<file path="src/rtl/hc595_receiver.sv">
// Clock-domain receiver for a 74HC595-style serial link: synchronizes ds/sh_cp/st_cp,
// shifts MSB-first on sh_cp rises and latches the word into q on st_cp rises.
module hc595_receiver #(
   parameter int DATA_W      = 16,
   parameter int SYNC_STAGES = 2
) (
   input  logic                          clk,
   input  logic                          reset,
   input  logic                          ds,
   input  logic                          sh_cp,
   input  logic                          st_cp,
   output logic [DATA_W-1:0]             q,
   output logic                          q7s,
   output logic                          data_valid,
   output logic                          frame_err,
   output logic [$clog2(DATA_W+2)-1:0]   bit_cnt
);

   localparam int CNT_W = $clog2(DATA_W+2);
   localparam int ARM_W = $clog2(SYNC_STAGES+2);
   localparam logic [CNT_W-1:0] CNT_FULL = CNT_W'(DATA_W);
   localparam logic [CNT_W-1:0] CNT_SAT  = CNT_W'(DATA_W+1);
   localparam logic [ARM_W-1:0] ARM_DONE = ARM_W'(SYNC_STAGES+1);

   logic [SYNC_STAGES-1:0] r_ds_sync;
   logic [SYNC_STAGES-1:0] r_sh_sync;
   logic [SYNC_STAGES-1:0] r_st_sync;
   logic                   r_sh_dly;
   logic                   r_st_dly;
   logic [ARM_W-1:0]       r_arm_cnt;
   logic [DATA_W-1:0]      r_shreg;
   logic [DATA_W-1:0]      r_q;
   logic                   r_data_valid;
   logic                   r_frame_err;
   logic [CNT_W-1:0]       r_bit_cnt;

   logic w_ds_sync;
   logic w_sh_sync;
   logic w_st_sync;
   logic w_armed;
   logic w_sh_rise;
   logic w_st_rise;

   function automatic logic [CNT_W-1:0] sat_inc(input logic [CNT_W-1:0] v);
      return (v == CNT_SAT) ? v : v + CNT_W'(1);
   endfunction

   assign w_ds_sync = r_ds_sync[SYNC_STAGES-1];
   assign w_sh_sync = r_sh_sync[SYNC_STAGES-1];
   assign w_st_sync = r_st_sync[SYNC_STAGES-1];

   // Edges stay masked until the synchronizers and delay flops have refilled after
   // reset, so an input already high at release does not look like a rising edge.
   assign w_armed   = (r_arm_cnt == ARM_DONE);
   assign w_sh_rise = w_armed & w_sh_sync & ~r_sh_dly;
   assign w_st_rise = w_armed & w_st_sync & ~r_st_dly;

   // Stage: input synchronizers and edge-detect delay flops
   always_ff @(posedge clk or posedge reset) begin
      if (reset) begin
         r_ds_sync <= '0;
         r_sh_sync <= '0;
         r_st_sync <= '0;
         r_sh_dly  <= 1'b0;
         r_st_dly  <= 1'b0;
         r_arm_cnt <= '0;
      end else begin
         r_ds_sync <= {r_ds_sync[SYNC_STAGES-2:0], ds};
         r_sh_sync <= {r_sh_sync[SYNC_STAGES-2:0], sh_cp};
         r_st_sync <= {r_st_sync[SYNC_STAGES-2:0], st_cp};
         r_sh_dly  <= w_sh_sync;
         r_st_dly  <= w_st_sync;
         if (!w_armed)
            r_arm_cnt <= r_arm_cnt + ARM_W'(1);
      end
   end

   // Stage: shift register, storage register and frame accounting
   always_ff @(posedge clk or posedge reset) begin
      if (reset) begin
         r_shreg      <= '0;
         r_q          <= '0;
         r_data_valid <= 1'b0;
         r_frame_err  <= 1'b0;
         r_bit_cnt    <= '0;
      end else begin
         r_data_valid <= w_st_rise;
         if (w_sh_rise)
            r_shreg <= {r_shreg[DATA_W-2:0], w_ds_sync};
         // A coincident shift lands after the latch: q gets pre-shift data and
         // the new frame already counts that bit.
         if (w_st_rise) begin
            r_q         <= r_shreg;
            r_frame_err <= (r_bit_cnt != CNT_FULL);
            r_bit_cnt   <= w_sh_rise ? CNT_W'(1) : '0;
         end else if (w_sh_rise) begin
            r_bit_cnt   <= sat_inc(r_bit_cnt);
         end
      end
   end

   assign q          = r_q;
   assign q7s        = r_shreg[DATA_W-1];
   assign data_valid = r_data_valid;
   assign frame_err  = r_frame_err;
   assign bit_cnt    = r_bit_cnt;

endmodule
</file>
<file path="config.mk">
export PLATFORM = sky130hd
export DESIGN_NAME = hc595_receiver
export DESIGN_NICKNAME = d
export VERILOG_FILES = /design/src/rtl/hc595_receiver.sv
export SDC_FILE = /design/constraint.sdc
export NUM_CORES = 1
export LEC_CHECK = 0
export CAP_MARGIN = 30
export CORE_ASPECT_RATIO = 0.8
export CORE_MARGIN = 2
export CORE_UTILIZATION = 25
export DETAILED_ROUTE_END_ITERATION = 12
export DONT_BUFFER_PORTS = 1
export GPL_ROUTABILITY_DRIVEN = 1
export PLACE_DENSITY = 0.39
export SLEW_MARGIN = 15
export SYNTH_ARGS = -nofsm -noshare
export SYNTH_HDL_FRONTEND = slang
export SYNTH_SLANG_ARGS = --single-unit
</file>
<file path="constraint.sdc">
create_clock -name clk -period 1.6 [get_ports clk]
set_input_delay 0.32 -clock clk [delete_from_list [all_inputs] [get_ports clk]]
set_output_delay 0.32 -clock clk [all_outputs]
set_load 0.02 [all_outputs]
</file>
* Word level (Yosys, flattened, before mapping) *
Index checks and enable logic that the tools add are counted.

cells by class
  reduce and logical (&&, ||, !) cells = 2
  add/subtract/negate cells = 2
  eq/ne operators = 4
  muxes and demuxes = 4
  bitwise operators = 6

operators with widths
  cell                 number
  $mux 5               3
  $add 5x1->5 const B  1
  $eq 5x5->1 const B   1
  $ne 5x5->1 const B   1
  $and 1x1->1          4
  $add 2x1->2 const B  1
  $eq 2x2->1 const B   1
  $ne 2x2->1 const B   1
  $not 1->1            2
  $reduce_and 2->1     1
  $reduce_bool 2->1    1
  $mux 1               1

storage, ports and cells
  bits in registers = 49
  bits of input ports = 5
  output and inout port bits = 24

* Longest topological paths before layout *
Gate-level depths: netlist (run 1).

  depth after elaboration = 5
  depth in mapped cells = 6
  gate-level depth less buffers = 5

* Worst setup path after synthesis (run 1) *
Ideal clock, no wire load.

  kind = register to register
  from = reg r_bit_cnt[1] (netlist: bit_cnt[1])
  to = reg r_bit_cnt[2] (netlist: bit_cnt[2])
  path buffers = 0
  data arrival time = 1.497 ns
  stages on the path, launching flop included = 6
  path slack = 0.025 ns
  required time = 1.522 ns
  library setup time = 0.078 ns
  period minus slack after synthesis = 1.575 ns
  cell sequence = dfrtp_1 inv_1 ha_1 and4bb_2 or4_1 a21oi_1

on the way
  word-level cells in the longest chain between the ends = 4
  elaborated cells between the ends (all ways) = 7

ends and longest elaborated chain
  what                      line  source
  start: declaration        35    logic [CNT_W-1:0] r_bit_cnt;
  start signal: assignment  95    r_bit_cnt <= w_sh_rise ? CNT_W'(1) : '0;
  start signal: assignment  97    r_bit_cnt <= sat_inc(r_bit_cnt);
  $add 5x1->5               45    return (v == CNT_SAT) ? v : v + CNT_W'(1);
  $mux 5                    45
  $mux 5                    96    end else if (w_sh_rise) begin
  $mux 5                    92    if (w_st_rise) begin

Parallel ways exist; a longest one is shown, timed or not. The select of a mux whose other input is x is not followed.
A chain may end at the register's enable or synchronous reset.

* Final worst setup path (run 1) *
  from = reg r_bit_cnt[0] (netlist: bit_cnt[0])
  to = reg r_bit_cnt[2] (netlist: bit_cnt[2])

The elaborated chain is that of the path after synthesis.

==> results of run 1 <==
==> kinds of logic after synthesis <==
logic type	count (synthesis)	share of synthesized area
buffers and inverters	11	0.0243
AO/OA/AOI/OAI	11	0.0371
XOR/XNOR	1	0.00472
AND/OR/NAND/NOR	61	0.143
multiplexers	17	0.103
adder cells (fa/ha/maj)	4	0.0270
flip-flops	49	0.661
==> worst max-delay path by stage <==
stage	start	to	slack, ns	depth (start not counted)
after floorplan	bit_cnt[1]	bit_cnt[2]	0.03	5
after detailed placement	bit_cnt[0]	bit_cnt[2]	0.10	4
final	bit_cnt[0]	bit_cnt[2]	0.07	4
after CTS	bit_cnt[0]	bit_cnt[2]	0.09	4
after global placement	bit_cnt[0]	bit_cnt[2]	0.16	4
after global routing	bit_cnt[0]	bit_cnt[2]	0.02	4
==> report_power, final <==
part | leakage, nW | total (mW) | internal (mW) | switching (mW)
sequential | 0.608 | 1.96 | 1.55 | 0.401
combinational | 0.368 | 0.437 | 0.237 | 0.201
clock | 0.0385 | 0.707 | 0.310 | 0.397
==> state kept, by name, indices dropped and copies added, names as in the netlist, 2 cells and up <==
register and count:
q 16, r_shreg 16, bit_cnt 5, r_arm_cnt 2, r_ds_sync 2, r_sh_sync 2
r_st_sync 2
==> layout make-up <==
cell class | count | area share
Clock buffer | 7 | 0.0355
Clock inverter | 1 | 0.00349
Inverter | 5 | 0.00874
Multi-Input combinational cell | 94 | 0.273
Sequential cell | 49 | 0.571
Tap cell | 90 | 0.0524
Timing Repair Buffer | 14 | 0.0559
==> worst reg2reg max path, stage by stage (launching register included) <==
cell,delay [ns]
sky130_fd_sc_hd__dfrtp_1,0.43
sky130_fd_sc_hd__ha_1,0.22
sky130_fd_sc_hd__and4bb_2,0.26
sky130_fd_sc_hd__or4_1,0.41
sky130_fd_sc_hd__a21oi_1,0.15
==> per-layer routing <==
| layer | share of wire | wire length [µm] | vias to the layer above | global-route usage |
|---|---|---|---|---|
| li1 | - | - | 529 | - |
| met1 | 0.46 | 1620 | 574 | 0.119 |
| met2 | 0.46 | 1600 | 25 | 0.153 |
| met3 | 0.064 | 223 | 5 | 0.0370 |
| met4 | 0.014 | 48 | 0 | 0.0411 |
| met5 | 0 | 0 | - | 0 |
==> layout by cell type (no fill, tap or decap) <==
master,synthesis,final
sky130_fd_sc_hd__or4_1,1,1
sky130_fd_sc_hd__a21oi_1,3,3
sky130_fd_sc_hd__nor3b_1,1,1
sky130_fd_sc_hd__buf_12,0,1
sky130_fd_sc_hd__clkbuf_1,2,2
sky130_fd_sc_hd__clkinvlp_4,0,1
sky130_fd_sc_hd__nand2_1,50,50
sky130_fd_sc_hd__o211ai_1,2,2
sky130_fd_sc_hd__nor2_1,2,2
sky130_fd_sc_hd__mux2_2,17,17
sky130_fd_sc_hd__inv_2,0,1
sky130_fd_sc_hd__ha_2,0,1
sky130_fd_sc_hd__nand3b_1,2,2
sky130_fd_sc_hd__ha_1,4,3
sky130_fd_sc_hd__a41oi_1,1,1
sky130_fd_sc_hd__inv_1,5,4
sky130_fd_sc_hd__nand4b_1,1,1
sky130_fd_sc_hd__clkbuf_8,0,5
sky130_fd_sc_hd__o21a_1,2,2
sky130_fd_sc_hd__and4bb_2,1,1
sky130_fd_sc_hd__or3_1,3,3
sky130_fd_sc_hd__buf_4,0,12
sky130_fd_sc_hd__dlygate4sd3_1,0,1
sky130_fd_sc_hd__o21ai_0,3,3
sky130_fd_sc_hd__dfrtp_1,49,49
sky130_fd_sc_hd__xnor2_1,1,1
==> what timing repair did <==
item | CTS | global route
endpoints found under the hold margin | 19 | 0
setup endpoints to repair | 0 | 1
buffers inserted | 0 | 1
resized for setup | 0 | 1
hold buffers | 1 | 0
==> tab_implementation.tex, run 1 <==
\begin{tabular}{lr}
\hline
Metric & Value \\
\hline
\multicolumn{2}{l}{\textbf{Setup path}} \\
R2r setup slk & 0.07 ns \\
Worst path max stage delay & approximately 0.43 ns \\
Count of cells along the worst register-to-register path & 4 \\
Worst reg2reg startpoint & bit\_cnt[0] \\
Element type at the critical path start & flop \\
Critical-path maximum fanout & 5 \\
Signal arrival time at the worst endpoint & 1.75 ns \\
Critical path buffer and inverter count & 0 \\
Endpoint type of the worst setup path & flop \\
Slowest cell on the critical path & sky130\_fd\_sc\_hd\_\_dfrtp\_1 \\
Cells traversed along the worst timing path & ha\_1 -> and4bb\_2 -> or4\_1 -> a21oi\_1 \\
Crit Path Category & reg -> reg \\
Endpoint of the worst-slack reg-to-reg timing path & bit\_cnt[2] \\
Required time of the critical path & between 1.5 and 2 ns \\
Cell class contributing the biggest share of worst-path delay & simple AND/OR/NAND/NOR gates \\
\multicolumn{2}{l}{\textbf{Worst hold path}} \\
Classification of the worst-slack hold path & in -> reg \\
Number of cells on the worst hold path & 0 \\
Worst-case hold path end point & r\_st\_sync[0] \\
Launch instance of the worst min-delay path & st\_cp \\
\multicolumn{2}{l}{\textbf{Yosys}} \\
Area of the mapped netlist & 0.00186 mm² \\
Mean instance size in the synthesized netlist & roughly 12 µm² \\
Post-synth EDFFs & 0 \\
Leading cell type by number of instances after synthesis & sky130\_fd\_sc\_hd\_\_nand2\_1 \\
Top cell type by total area after synthesis & sky130\_fd\_sc\_hd\_\_dfrtp\_1 \\
Share of synthesized flip-flops with an asynchronous set or reset & 1.00 \\
Main area contributors after synthesis & sky130\_fd\_sc\_hd\_\_dfrtp\_1, sky130\_fd\_sc\_hd\_\_mux2\_2, sky130\_fd\_sc\_hd\_\_nand2\_1, sky130\_fd\_sc\_hd\_\_ha\_1, sky130\_fd\_sc\_hd\_\_inv\_1 \\
Top cell type's share of synthesized area & 0.661 \\
Post-synthesis sequential area ratio & 0.661 \\
Number of storage elements in the synthesis netlist & a little under 50 \\
Ranking of synthesized cells by instance count & sky130\_fd\_sc\_hd\_\_nand2\_1, sky130\_fd\_sc\_hd\_\_dfrtp\_1, sky130\_fd\_sc\_hd\_\_mux2\_2 \\
Synth Warn \# & 0 \\
Dominant synthesized flop cell & sky130\_fd\_sc\_hd\_\_dfrtp\_1 \\
Yosys cell types & 21 \\
Cell count after synthesis & 154 \\
Net count after synthesis & around 160 \\
\multicolumn{2}{l}{\textbf{Final layout}} \\
Fin util & 0.295 \\
Antenna Diode Count & 0 \\
Final Instance Area & 0.00215 mm² \\
FF/Latch Area & around 0.0012 mm² \\
Multi-input combinational cell area & 587 µm² \\
NumNets Final & approximately 180 \\
Final Instance Count excl. Fillers & 260 \\
Fraction of layout cells with a size suffix above 1 & 0.229 \\
FILL cells & between 700 and 800 \\
Layout area overhead & 15.8\% \\
\multicolumn{2}{l}{\textbf{Routing}} \\
Pre-antenna DRT Iters & 4 \\
Drt via density & roughly 4.4 \\
Final wirelength & around 3500 µm \\
Count of vias placed by the detailed router & between 1000 and 1500 \\
Number of nets with antenna violations after routing & 0 \\
Drt drc & 0 \\
Per-cell routed wire length & about 13 µm \\
DRC marker count from the first detailed-route iteration & 54 \\
\multicolumn{2}{l}{\textbf{Place}} \\
Standard cell area after detailed placement & between 0.002 and 0.0025 mm² \\
Global placement routability congestion & a little over 0.8 \\
DPL Wire Length & between 2000 and 2500 µm \\
Port Buffer Count & 0 \\
Worst setup slack before clock tree synthesis & approximately 0.10 ns \\
Instance count after placement with tap cells included & 250 \\
\multicolumn{2}{l}{\textbf{CTS}} \\
Clock tree root driver cell & sky130\_fd\_sc\_hd\_\_clkbuf\_8 \\
Clock tree sinks & 49 \\
Inserted Clock Buffers & 5 \\
Clock tree from TritonCTS & done \\
Worst skew pair latency & about 0.30 ns \\
Clock transition at the registers of the reported paths & 0.09 ns \\
Longest Clk Path Bufs & 2 \\
H-tree levels & 2 \\
\multicolumn{2}{l}{\textbf{GRT}} \\
Total congestion overflow after global routing & 0 \\
Global-route total usage across every layer & 0.0967 \\
Wire length of the first global-routing pass & roughly 5900 µm \\
Initial antenna violation count & 0 \\
Vias in the first global route & about 1200 \\
Pin count of the biggest net entering global routing & 23 \\
\multicolumn{2}{l}{\textbf{STA}} \\
Minimum setup slack in the final design & approximately 0.074 ns \\
Minimum clock period after layout & $\sim$1.5 ns \\
Setup TNS & 0 ns \\
Hold slack & $\sim$0.042 ns \\
Maximum clock frequency & 0.655 GHz \\
Final clock period utilization by the worst path & 0.954 \\
Normalized max-slew margin & 0.707 \\
Final-report max-slew violation count & 0 \\
RSZ-0062 raised after global routing & false \\
Endpoints failing setup & 0 \\
Worst clock skew & 0.00611 ns \\
Worst slew pin tran & approximately 0.44 ns \\
Hold Violations, Final & 0 \\
\multicolumn{2}{l}{\textbf{Die}} \\
Height of the chip & slightly above 80 µm \\
Standard-cell row count & 28 \\
Floorplan Core Area & 0.00729 mm² \\
Die Outline Area & slightly above 0.008 mm² \\
DIE WIDTH & about 100 µm \\
IO Pins & 29 \\
Initial cell density of the core & 0.255 \\
\multicolumn{2}{l}{\textbf{Run status}} \\
Result of the run & complete, no violations \\
\multicolumn{2}{l}{\textbf{Pwr}} \\
Power Density & around 1400 mW/mm² \\
Static Leak & $\sim$1 nW \\
Total Power Consumption & around 3.1 mW \\
Worst-case vdd ir drop & between 0.4 and 0.5 mV \\
\multicolumn{2}{l}{\textbf{Flow run}} \\
Max-cap violations & 0 \\
\hline
\end{tabular}
(Power assumes the default switching activity.)
==> inputs of run 2 (changes only) <==
==> constraint.sdc (replaced) <==
create_clock -name clk -period 1.6 [get_ports clk]
set_input_delay 0.24 -clock clk [delete_from_list [all_inputs] [get_ports clk]]
set_output_delay 0.24 -clock clk [all_outputs]
set_load 0.02 [all_outputs]
==> tab_implementation.tex, run 2 (synthesis gave the netlist of run 1 again) <==
\begin{tabular}{lr}
\hline
Metric & Value \\
\hline
\multicolumn{2}{l}{\textbf{Place}} \\
Worst setup slack before clock tree synthesis & around 0.11 ns \\
Standard cell area after detailed placement & around 0.0021 mm² \\
DPL Wire Length & approximately 2400 µm \\
Instance count after placement with tap cells included & 250 \\
Global placement routability congestion & 0.809 \\
Port Buffer Count & 0 \\
\multicolumn{2}{l}{\textbf{Die}} \\
IO Pins & 29 \\
Height of the chip & about 81 µm \\
DIE WIDTH & 100 µm \\
Die Outline Area & 0.00813 mm² \\
Standard-cell row count & 28 \\
Initial cell density of the core & 0.255 \\
Floorplan Core Area & roughly 0.0073 mm² \\
\multicolumn{2}{l}{\textbf{STA}} \\
Normalized max-slew margin & 0.700 \\
Final-report max-slew violation count & 0 \\
Minimum setup slack in the final design & between 0.08 and 0.09 ns \\
Hold Violations, Final & 0 \\
Minimum clock period after layout & about 1.5 ns \\
Maximum clock frequency & roughly 0.66 GHz \\
Worst slew pin tran & 0.450 ns \\
Final clock period utilization by the worst path & 0.945 \\
Setup TNS & 0 ns \\
Endpoints failing setup & 0 \\
RSZ-0062 raised after global routing & false \\
Hold slack & 0.352 ns \\
Worst clock skew & 0.00528 ns \\
\multicolumn{2}{l}{\textbf{CTS}} \\
Clock tree from TritonCTS & done \\
Clock tree root driver cell & sky130\_fd\_sc\_hd\_\_clkbuf\_8 \\
Count of cells resized by post-cts repair & 0 \\
\# hold bufs at CTS & 4 \\
Clock transition at the registers of the reported paths & about 0.080 ns \\
Post-CTS setup buffers & 0 \\
Longest Clk Path Bufs & 2 \\
Clock tree sinks & roughly 50 \\
Worst skew pair latency & around 0.29 ns \\
H-tree levels & 2 \\
Inserted Clock Buffers & 5 \\
\multicolumn{2}{l}{\textbf{Routing}} \\
Final wirelength & approximately 3500 µm \\
DRC marker count from the first detailed-route iteration & 13 \\
Drt via density & $\sim$4.3 \\
Drt drc & 0 \\
Number of nets with antenna violations after routing & 0 \\
Per-cell routed wire length & about 13 µm \\
Count of vias placed by the detailed router & approximately 1100 \\
Pre-antenna DRT Iters & 4 \\
\multicolumn{2}{l}{\textbf{Setup path}} \\
Signal arrival time at the worst endpoint & roughly 1.7 ns \\
Cells traversed along the worst timing path & ha\_1 -> and4bb\_2 -> or4\_1 -> a21oi\_1 \\
Critical-path maximum fanout & 5 \\
Element type at the critical path start & flop \\
Required time of the critical path & 1.82 ns \\
Count of cells along the worst register-to-register path & 4 \\
Worst path max stage delay & $\sim$0.43 ns \\
Endpoint type of the worst setup path & flop \\
Slowest cell on the critical path & sky130\_fd\_sc\_hd\_\_dfrtp\_1 \\
Crit Path Category & reg -> reg \\
\multicolumn{2}{l}{\textbf{GRT}} \\
Wire length of the first global-routing pass & between 5000 and 6000 µm \\
Vias in the first global route & approximately 1200 \\
Initial antenna violation count & 0 \\
Pin count of the biggest net entering global routing & 31 \\
Total congestion overflow after global routing & 0 \\
Global-route total usage across every layer & 0.0943 \\
\multicolumn{2}{l}{\textbf{Pwr}} \\
Power Density & 1450 mW/mm² \\
Static Leak & around 1.0 nW \\
Worst-case vdd ir drop & around 0.43 mV \\
Total Power Consumption & around 3.2 mW \\
\multicolumn{2}{l}{\textbf{Worst hold path}} \\
Number of cells on the worst hold path & 0 \\
Classification of the worst-slack hold path & reg -> reg \\
\multicolumn{2}{l}{\textbf{Final layout}} \\
Antenna Diode Count & 0 \\
Fraction of layout cells with a size suffix above 1 & 0.227 \\
Layout area overhead & 18.5\% \\
Most frequent cells in the layout & sky130\_fd\_sc\_hd\_\_nand2\_1, sky130\_fd\_sc\_hd\_\_dfrtp\_1, sky130\_fd\_sc\_hd\_\_mux2\_2, sky130\_fd\_sc\_hd\_\_buf\_4, sky130\_fd\_sc\_hd\_\_clkbuf\_8 \\
Fin util & 0.302 \\
Leading cell type in the layout, fill and taps excluded & sky130\_fd\_sc\_hd\_\_nand2\_1 \\
Final Instance Area & between 0.002 and 0.0025 mm² \\
Final Instance Count excl. Fillers & around 260 \\
NumNets Final & between 150 and 200 \\
\multicolumn{2}{l}{\textbf{Run status}} \\
Result of the run & complete, no violations \\
\multicolumn{2}{l}{\textbf{Flow run}} \\
Max-cap violations & 0 \\
\hline
\end{tabular}
[run 2: changes by cell type in the layout (fill, tap and decap cells not counted), sizes merged]
cell,change
dlygate4sd3,+3
buf,-1
clkinv,+1
clkinvlp,-1
[run 2: report_power, final]
group | total (mW) | internal (mW) | switching [mW]
sequential | 1.96 | 1.55 | 0.406
clock | 0.777 | 0.391 | 0.386
combinational | 0.448 | 0.244 | 0.204
[run 2: routing by layer]
layer	up-vias	global-route usage	wire length, µm
met4	0	0.0288	29
met5	-	0	0
met1	560	0.121	1670
met3	4	0.0361	233
met2	21	0.148	1560
li1	541	-	-
[run 2: critical path, delay by kind of cell (launching register included)]
family / cells / cell delay (ns)
adders and majority gates: 1 / 0.21
AOI/OAI and AO/OA: 1 / 0.15
DFF: 1 / 0.43
and+or+nand+nor: 2 / 0.66
[run 2: final timing paths]
check	from	to	slack, ns
max in group asynchronous	reset	r_arm_cnt[0]	0.68
min in group asynchronous	reset	q[0]	0.41
min	r_ds_sync[0]	r_ds_sync[1]	0.35
max reg2reg	bit_cnt[0]	bit_cnt[2]	0.09
max	bit_cnt[0]	bit_cnt[2]	0.09
min reg2reg	r_ds_sync[0]	r_ds_sync[1]	0.35
[run 2: layout make-up]
type,instances,area [µm²]
clock inverters,1,5.00
fillers,756,5090
flip-flops and latches,49,1230
repair buffers,16,155
inverters,5,18.8
multi-input cells,94,584
well taps,90,113
clock buffers,7,96.3
